$ cat config.mk
export PLATFORM = sky130hd
export DESIGN_NAME = bus_timer
export DESIGN_NICKNAME = d
export VERILOG_FILES = /design/src/rtl/bus_timer.sv
export SDC_FILE = /design/constraint.sdc
export NUM_CORES = 1
export LEC_CHECK = 0
export ABC_AREA = 1
export CAP_MARGIN = 30
export CORE_MARGIN = 4
export CORE_UTILIZATION = 56
export CTS_BUF_LIST = sky130_fd_sc_hd__clkbuf_2
export DETAILED_ROUTE_END_ITERATION = 16
export GPL_TIMING_DRIVEN = 0
export PLACE_DENSITY = 0.83
export SLEW_MARGIN = 20
export SYNTH_ARGS = -nofsm -noshare
export SYNTH_HDL_FRONTEND = slang
export SYNTH_SLANG_ARGS = --single-unit
$ cat constraint.sdc
create_clock -name clk -period 2.1 [get_ports clk]
set_input_delay 0.525 -clock clk [delete_from_list [all_inputs] [get_ports clk]]
set_output_delay 0.525 -clock clk [all_outputs]
set_load 0.05 [all_outputs]
$ cat src/rtl/bus_timer.sv
// Bus-mapped down-counting timer with one-shot / auto-reload modes and a maskable IRQ.
// Optional 8-bit tick prescaler on Addr 3 when TIMER_PRESCALE_EN is defined.
module bus_timer #(
  parameter int CNT_W = 32
) (
  input  logic        clk,
  input  logic        rst,
  input  logic        Sel,
  input  logic [1:0]  Addr,
  input  logic        We,
  input  logic [31:0] DIn,
  output logic [31:0] DOut,
  output logic        IRQ
);

  typedef enum logic [1:0] {IDLE, LOAD, CNT, INT} state_t;

  state_t           state, state_nxt;
  logic             en, im, pending;
  logic [1:0]       mode;
  logic [CNT_W-1:0] preset, count;
  logic [31:0]      prescale_rd;
  logic             wr_ctrl, wr_preset, tick, reload;
  logic             load_cnt, dec_cnt, set_pend, clr_en;

  assign wr_ctrl   = Sel && We && (Addr == 2'd0);
  assign wr_preset = Sel && We && (Addr == 2'd1);
  // Only MODE=01 reloads; the reserved encodings behave as one-shot.
  assign reload    = (mode == 2'b01);

`ifdef TIMER_PRESCALE_EN
  logic [7:0] prescale, div;
  logic       wr_prescale;

  assign wr_prescale = Sel && We && (Addr == 2'd3);
  assign tick        = (div == prescale);
  assign prescale_rd = {24'd0, prescale};

  always_ff @(posedge clk or negedge rst) begin
    if (!rst) begin
      prescale <= '0;
      div      <= '0;
    end else begin
      if (wr_prescale) prescale <= DIn[7:0];
      if (state == LOAD)     div <= '0;
      else if (state == CNT) div <= tick ? 8'd0 : div + 8'd1;
    end
  end
`else
  assign tick        = 1'b1;
  assign prescale_rd = '0;
`endif

  always_ff @(posedge clk or negedge rst) begin
    if (!rst) state <= IDLE;
    else      state <= state_nxt;
  end

  always_comb begin
    state_nxt = state;
    load_cnt  = 1'b0;
    dec_cnt   = 1'b0;
    set_pend  = 1'b0;
    clr_en    = 1'b0;
    case (state)
      IDLE: if (en) state_nxt = LOAD;
      LOAD: begin
        load_cnt  = 1'b1;
        state_nxt = (preset == '0) ? INT : CNT;
      end
      CNT: begin
        if (!en) begin
          state_nxt = IDLE;
        end else if (tick) begin
          dec_cnt = 1'b1;
          if (count <= CNT_W'(1)) state_nxt = INT;
        end
      end
      INT: begin
        set_pend = 1'b1;
        if (reload) begin
          state_nxt = LOAD;
        end else begin
          clr_en    = 1'b1;
          state_nxt = IDLE;
        end
      end
      default: state_nxt = IDLE;
    endcase
  end

  // A bus write to CTRL takes priority over the FSM's EN clear and pending set.
  always_ff @(posedge clk or negedge rst) begin
    if (!rst) begin
      en      <= 1'b0;
      mode    <= 2'b00;
      im      <= 1'b0;
      pending <= 1'b0;
      preset  <= '0;
      count   <= '0;
    end else begin
      if (wr_ctrl) begin
        en   <= DIn[0];
        mode <= DIn[2:1];
        im   <= DIn[3];
      end else if (clr_en) begin
        en <= 1'b0;
      end

      if (wr_ctrl)               pending <= 1'b0;
      else if (set_pend)         pending <= 1'b1;
      else if (pending && reload) pending <= 1'b0;

      if (wr_preset) preset <= DIn[CNT_W-1:0];

      if (load_cnt)     count <= preset;
      else if (dec_cnt) count <= count - CNT_W'(1);
    end
  end

  always_comb begin
    DOut = '0;
    case (Addr)
      2'd0:    DOut = {28'd0, im, mode, en};
      2'd1:    DOut = 32'(preset);
      2'd2:    DOut = 32'(count);
      default: DOut = prescale_rd;
    endcase
  end

  assign IRQ = pending & im;

endmodule

=== Word level (Yosys, flattened, before mapping) ===
Cells that the tools add are included.

* Register bits: 71
* Bits of input ports: 38
* Output and inout bits: 33
* Word-level logic and storage cells: 49

* $add $sub $neg: 1
* $lt $le $gt $ge: 1
* Equality and inequality tests: 8
* Multiplexer cells: 20
* Bitwise operators: 1
* Reductions and logical operators: 11

{| class="wikitable"
|+ Operators by type and width
! operator !! number
|-
| 32-bit one-hot mux with 3 select lines || 1
|-
| 32-bit 2-to-1 mux || 2
|-
| 32-bit by 1-bit less-or-equal comparator with 1-bit output (second input constant) || 1
|-
| 32-bit zero test || 1
|-
| 32-bit by 1-bit subtractor with 32-bit output (second input constant) || 1
|-
| 1-bit 2-to-1 mux || 13
|-
| 2-bit one-hot mux with 4 select lines || 1
|-
| 2-bit by 1-bit == test with 1-bit output (second input constant) || 3
|-
| 2-bit == test (second input constant) || 3
|-
| 2-bit 2-to-1 mux || 3
|-
| 1-bit logical AND || 4
|-
| 2-bit zero test || 2
|-
| 2-bit nonzero test || 2
|-
| 3-bit inequality test (second input constant) || 1
|-
| 3-bit nonzero test || 1
|-
| 2-bit inequality test (second input constant) || 1
|-
| 2-bit AND reduction || 1
|-
| 1-bit bitwise AND || 1
|}

=== Longest topological paths before layout ===
Gate-level depths: netlist of run 1.

* Word-level depth: 5
* Mapped depth: 11
* Depth with buffers taken out: 11

=== Least setup slack after synthesis of run 1 ===
Ideal clock, no wire load.

* Kind: in2out
* Start: input Addr[0]
* End: output DOut[12]
* Data arrival time: 2021 ps
* Data required time: 1575 ps
* Setup slack: -446 ps
* Stages on the path: 4
* Buffers on the path: 1
* Path through: inv_1 -> nand2_1 -> clkbuf_1 -> o21ai_0

* Cells in the longest elaborated chain, start to end: 2
* Elaborated cells between the ends (all ways): 4
* Classes of those cells: eq/ne (2); mux (1); reduce/logical (1)

{| class="wikitable"
|+ Ends and longest elaborated chain
! element !! RTL line !! RTL
|-
| start: declaration || 9 || <nowiki>input logic [1:0] Addr,</nowiki>
|-
| 2-bit == test, or another cell as far along || 123 || <nowiki>case (Addr)</nowiki>
|-
| 32-bit one-hot mux with 3 select lines (*) || 123 ||
|-
| end: declaration || 12 || <nowiki>output logic [31:0] DOut,</nowiki>
|}

Mark *: on every way between the ends. The rest lies on a longest branch, timed or not.

=== Worst setup path in the final report of run 1 ===
* Start: input Addr[0]
* End: output DOut[23]

Same word-level chain as after synthesis.

==> results.cfg, run 1 <==
[run_status]
outcome = finished, violations left
violations = setup timing

[critical_path]
cp_common_cell = buf_4
slowest_delay_ps = 230
critPathKind = in -> out
rr_worst_depth = 11
path_delay_family = buffers and inverters
crit_start = Addr[0]
required_ps = 1570
rr_startpoint = count[0]
arrival_ps = 1580
cp-start-kind = primary input
end_kind = output port
worst-path-stages = 7
critPathBufInv = 5
cp_max_fo = 5
crit_chain = buf_4, inv_12, nor2_4, clkinv_4, buf_12, o22ai_2, buf_4
slowest_stage = buf_4

[finish]
drive_gt1_frac = 0.226
nNetsFinal = 724
multiInputGateArea_um2 = 2290
finalNonFillerCells = 788
nFillCells = 573
antennaDiodeCount = 0
syn_to_final_growth_pct = 29.4
seqCellArea_um2 = 1790

[clock_tree]
clkTransAtPathRegs_ps = 230
cts_tree = yes
cts_root_buf = clkbuf_2
cts_buffers = 9
htreeDepth = 3
clock_path_buffers = 2
clk_latency_ps = 530
cts.sinks = 71

[grt]
use_met3 = 0.0735
grt_pass1_vias = 4282
antenna_found_initial = 0
grt_pass1_wl_um = 22300
grt_util_met2 = 0.501
grt_util_met1 = 0.449
grt_usage = 0.325
busiest_layer = met2
grt_max_degree = 38
grt_overflow_total = 0

[power]
p_leak_nw = 2.73
total_power_mw = 7.08
ir_worst_vdd_v = 0.000651
power_per_cell_area_nw_per_um2 = 1260

[timing]
fin_crit_ps = 2100
worstMarginPinSlew_ps = 640
finalHoldViolCount = 0
hold_slack_ps = 496
fin_crit_sh = 1.00
max_freq_mhz = 476
max-slew-margin-rel = 0.573
fin_tns_setup_ps = -0.134
slew_violations = 0
setup_ws_ps = -0.134
skew_ps = 24.7
setup_viol = 1
rsz0062_at_grt = true

[yosys]
synth_top_area_cell = dfrtp_1
async_reset_ff_frac = 1.00
synthAdderAreaFrac = 0.00575
synth_area_leaders = dfrtp_1 41%, nand2_1 11%, nor2_1 7.4%, inv_1 6.5%, o22ai_1 3.6%
yosys_warnings = 0
ys.flop_type = dfrtp_1
synth_top_area_frac = 0.408
synth_top_family_by_area = simple AND/OR/NAND/NOR gates
netlist_instances = 590
ys_seq_area_frac = 0.408
synthDistinctLibCells = 33
synth_edf_count = 0
synthesis.area_um2 = 4350
yosys.area_share.simple = 0.295
synth_xor_area_frac = 0.0201
synth-seq-cells = 71
synth.most_common_cell = nand2_1
ys_top_cells_by_count = 129 x nand2_1, 86 x nor2_1, 75 x inv_1
synth_area_per_cell_um2 = 7.37
syn-num-nets = 630
synthMuxAreaShare = 0.0104
synth_compound_area_frac = 0.159

[routing]
route.detailed.drc = 0
drtIter0Drc = 418
detail-route-antenna-nets = 0
wl_per_cell_um = 19.0
viasPerCell = 5.83
drt_first_pass_iters = 11
routed_wl_um = 15000
vias = 4596

[worst_hold_path]
hold_path_class = in -> async

[place]
dpl.hpwl_um = 10800
portBuffers = 70
place.gp.congestion = 1.00
placed_cells = 760

[die]
coreArea_um2 = 7410
dieWidth_um = 96.1
io-pin-count = 71
dieArea_um2 = 9240
start_util = 0.587
rows = 31
die_y_um = 96.1

[flow_run]
cap_violations = 0
[timing repair]
item | CTS | global route
resized for setup | 209 | 49
hold buffers | 1 | 0
pin swaps | 1 | 1
endpoints found under the setup margin | 33 | 27
setup buffers | 3 | 5
hold endpoints to repair | 34 | 0
cloned | 0 | 3
[layout make-up]
type                    count  area share
plain buffers              19      0.0302
clock buffers              10     0.00889
well taps                  99      0.0220
repair buffers             82       0.139
repair inverters            1    0.000889
inverters                  83      0.0589
clock inverters             6      0.0164
flip-flops and latches     71       0.318
multi-input cells         417       0.406
[final timing paths]
kind	endpoint	slack [ps]
max	DOut[23]	-0.1
min	count[14]	500
max reg2reg	count[22]	330
min reg2reg	count[15]	550
max in group asynchronous	count[23]	1040
min in group clk	preset[15]	530
[kinds of logic after synthesis]
group                    Yosys count
AND/OR/NAND/NOR                  286
multiplexers                       4
flip-flops                        71
adder cells (fa/ha/maj)            2
XOR/XNOR                          10
buffers and inverters            102
AO/OA/AOI/OAI                    115
[layout by cell type (no fill, tap or decap), drive strengths merged, types with 20 or more instances in the layout]
master         count
nand2            144
nor2             102
inv               84
dfrtp             71
buf               57
clkdlybuf4s50     34
o21ai             30
a21oi             29
nand3             29
o22ai             25
a22oi             20
[state kept, by name, indices dropped and copies added, names as in the netlist]
name and count:
en 1, pending 1, im 1, count 32, preset 32, mode 2, state 2
[layer usage]
layer  vias to the layer above  wire length [um]
met5                         -                 0
met4                         0               385
met3                        40              1610
met2                       280              6750
met1                      2164              6220
li1                       2112                 -
[power breakdown]
| group | internal [mW] | switching [mW] |
|---|---|---|
| Combinational | 1.26 | 2.34 |
| Sequential | 1.86 | 0.643 |
| Clock | 0.406 | 0.572 |
| Total | 3.53 | 3.55 |
[worst reg2reg max path: stages, from the launching register on]
cell     delay (ps)
dfrtp_1         440
inv_1           170
ha_1            310
nand3_1         180
inv_1            90
nand2_1         130
inv_1           120
nand2_1          60
nand2_1          60
nand2_1          50
nand2_1          50
nand2_1          40
[per-stage QoR]
stage	utilization	area, um^2	setup slack [ps]
final	0.760	5630	-0.134
after detailed placement	0.707	5240	-1450
after global routing	0.760	5630	-24.6
after CTS	0.724	5360	1.46
after global placement	0.705	5220	-1910
after floorplan	-	4400	-197
Note: power is estimated with default switching activity, not from simulation.
==> inputs of run 2 (changes only) <==
--- a/config.mk
+++ b/config.mk
@@ -8,11 +8,9 @@
 export ABC_AREA = 1
 export CAP_MARGIN = 30
 export CORE_MARGIN = 4
-export CORE_UTILIZATION = 56
-export CTS_BUF_LIST = sky130_fd_sc_hd__clkbuf_2
+export CORE_UTILIZATION = 25
 export DETAILED_ROUTE_END_ITERATION = 16
 export GPL_TIMING_DRIVEN = 0
-export PLACE_DENSITY = 0.83
 export SLEW_MARGIN = 20
 export SYNTH_ARGS = -nofsm -noshare
 export SYNTH_HDL_FRONTEND = slang
==> run 2 against run 1 <==
The run now ends clean. Via count shrank 8.4%. Critical path type unchanged. Global-route usage shrank 17 points. Worst setup slack gained 43 ps. Die area grew 110%.
==> results.cfg, run 2 (synthesis results as in run 1) <==
[power]
ir_worst_vdd_v = 0.000457
power_per_cell_area_nw_per_um2 = 1240
p_leak_nw = 2.77
total_power_mw = 7.27

[timing]
setup_viol = 0
fin_crit_ps = 2060
finalHoldViolCount = 0
hold_slack_ps = 126
setup_ws_ps = 42.5
slew_violations = 0
max-slew-margin-rel = 0.578
fin_crit_sh = 0.980
fin_tns_setup_ps = 0
worstMarginPinSlew_ps = 633
rsz0062_at_grt = true
skew_ps = 8.48
max_freq_mhz = 486

[grt]
use_met3 = 0.0198
grt_max_degree = 45
grt_util_met1 = 0.214
grt_usage = 0.150
grt_overflow_total = 0
grt_pass1_vias = 4184
grt_util_met2 = 0.240
grt_pass1_wl_um = 23200
antenna_found_initial = 0
busiest_layer = met2

[critical_path]
crit_start = Addr[1]
worst-r2r-setup-slack_ps = 310
rr_endpoint = count[22]
rr_worst_depth = 11
rr_startpoint = count[0]
required_ps = 1570
cp_max_fo = 10
cp-start-kind = primary input
crit_end = DOut[5]
end_kind = output port
critPathKind = in -> out
arrival_ps = 1530

[clock_tree]
clk_latency_ps = 340
clkTransAtPathRegs_ps = 50
clock_path_buffers = 2
cts.sinks = 71
cts_tree = yes
cts_buffers = 9
ctsHoldBuffers = 0
cts_root_buf = clkbuf_16
htreeDepth = 3

[place]
place.gp.congestion = 0.914
placed_cells = 881
placed_area_um2 = 5400
portBuffers = 70
dpl.hpwl_um = 11200
pre_cts_ws_ps = -1520

[die]
dieArea_um2 = 19600
rows = 47
dieWidth_um = 140
io-pin-count = 71
start_util = 0.259
die_y_um = 140
coreArea_um2 = 16800

[routing]
routed_wl_um = 14700
viasPerCell = 4.68
drt_first_pass_iters = 5
drtIter0Drc = 262
detail-route-antenna-nets = 0
wl_per_cell_um = 16.4
vias = 4209
route.detailed.drc = 0

[finish]
finalNonFillerCells = 899
drive_gt1_frac = 0.200
antennaDiodeCount = 0
nFillCells = 1828
syn_to_final_growth_pct = 35.1
reg.largest.list = count x32, preset x32
layout_common_cells = 128 x nand2_1, 86 x nor2_1, 74 x inv_1
fin_util = 0.349
seqCellArea_um2 = 1780
multiInputGateArea_um2 = 2320
design_area_um2 = 5880
final_common_cell = nand2_1
nNetsFinal = 716

[worst_hold_path]
hold_path_class = in -> async

[run_status]
outcome = finished clean

[flow_run]
cap_violations = 0
-- run 2: final cells by class --
cell class / count / area share
Multi-Input combinational cell: 417 / 0.394
Sequential cell: 71 / 0.302
Timing Repair Buffer: 75 / 0.127
Inverter: 83 / 0.0560
Tap cell: 220 / 0.0468
Clock buffer: 12 / 0.0402
Buffer: 19 / 0.0315
Clock inverter: 2 / 0.00170
-- run 2: worst min path at each step --
stage / from / endpoint / slack [ps]
final: rst / mode[0] / 130
after global routing: rst / count[0] / 160
after CTS: rst / count[6] / 130
after detailed placement: preset[3] / preset[3] / 480
after global placement: preset[3] / preset[3] / 470
after floorplan: rst / count[0] / 230
-- run 2: metal layers --
layer | wire, um | part of all wire
met3 | 675 | 0.046
met1 | 6980 | 0.47
met5 | 0 | 0
met4 | 249 | 0.017
met2 | 6800 | 0.46
-- run 2: worst max-delay path, stage by stage --
cell and delay, ps:
clkdlybuf4s15_2 230, nor2_4 160, inv_4 100, clkbuf_16 200, o22ai_2 130, buf_6 180
-- run 2: report_power, final --
group	internal, mW	switching, mW
Sequential	1.85	0.615
Clock	0.783	0.567
Combinational	1.23	2.22
-- run 2: repair_timing --
action | CTS | global route
cloned | 0 | 0
buffers inserted | 4 | 0
pin swaps | 1 | 0
setup endpoints to repair | 33 | 21
resized for setup | 231 | 24
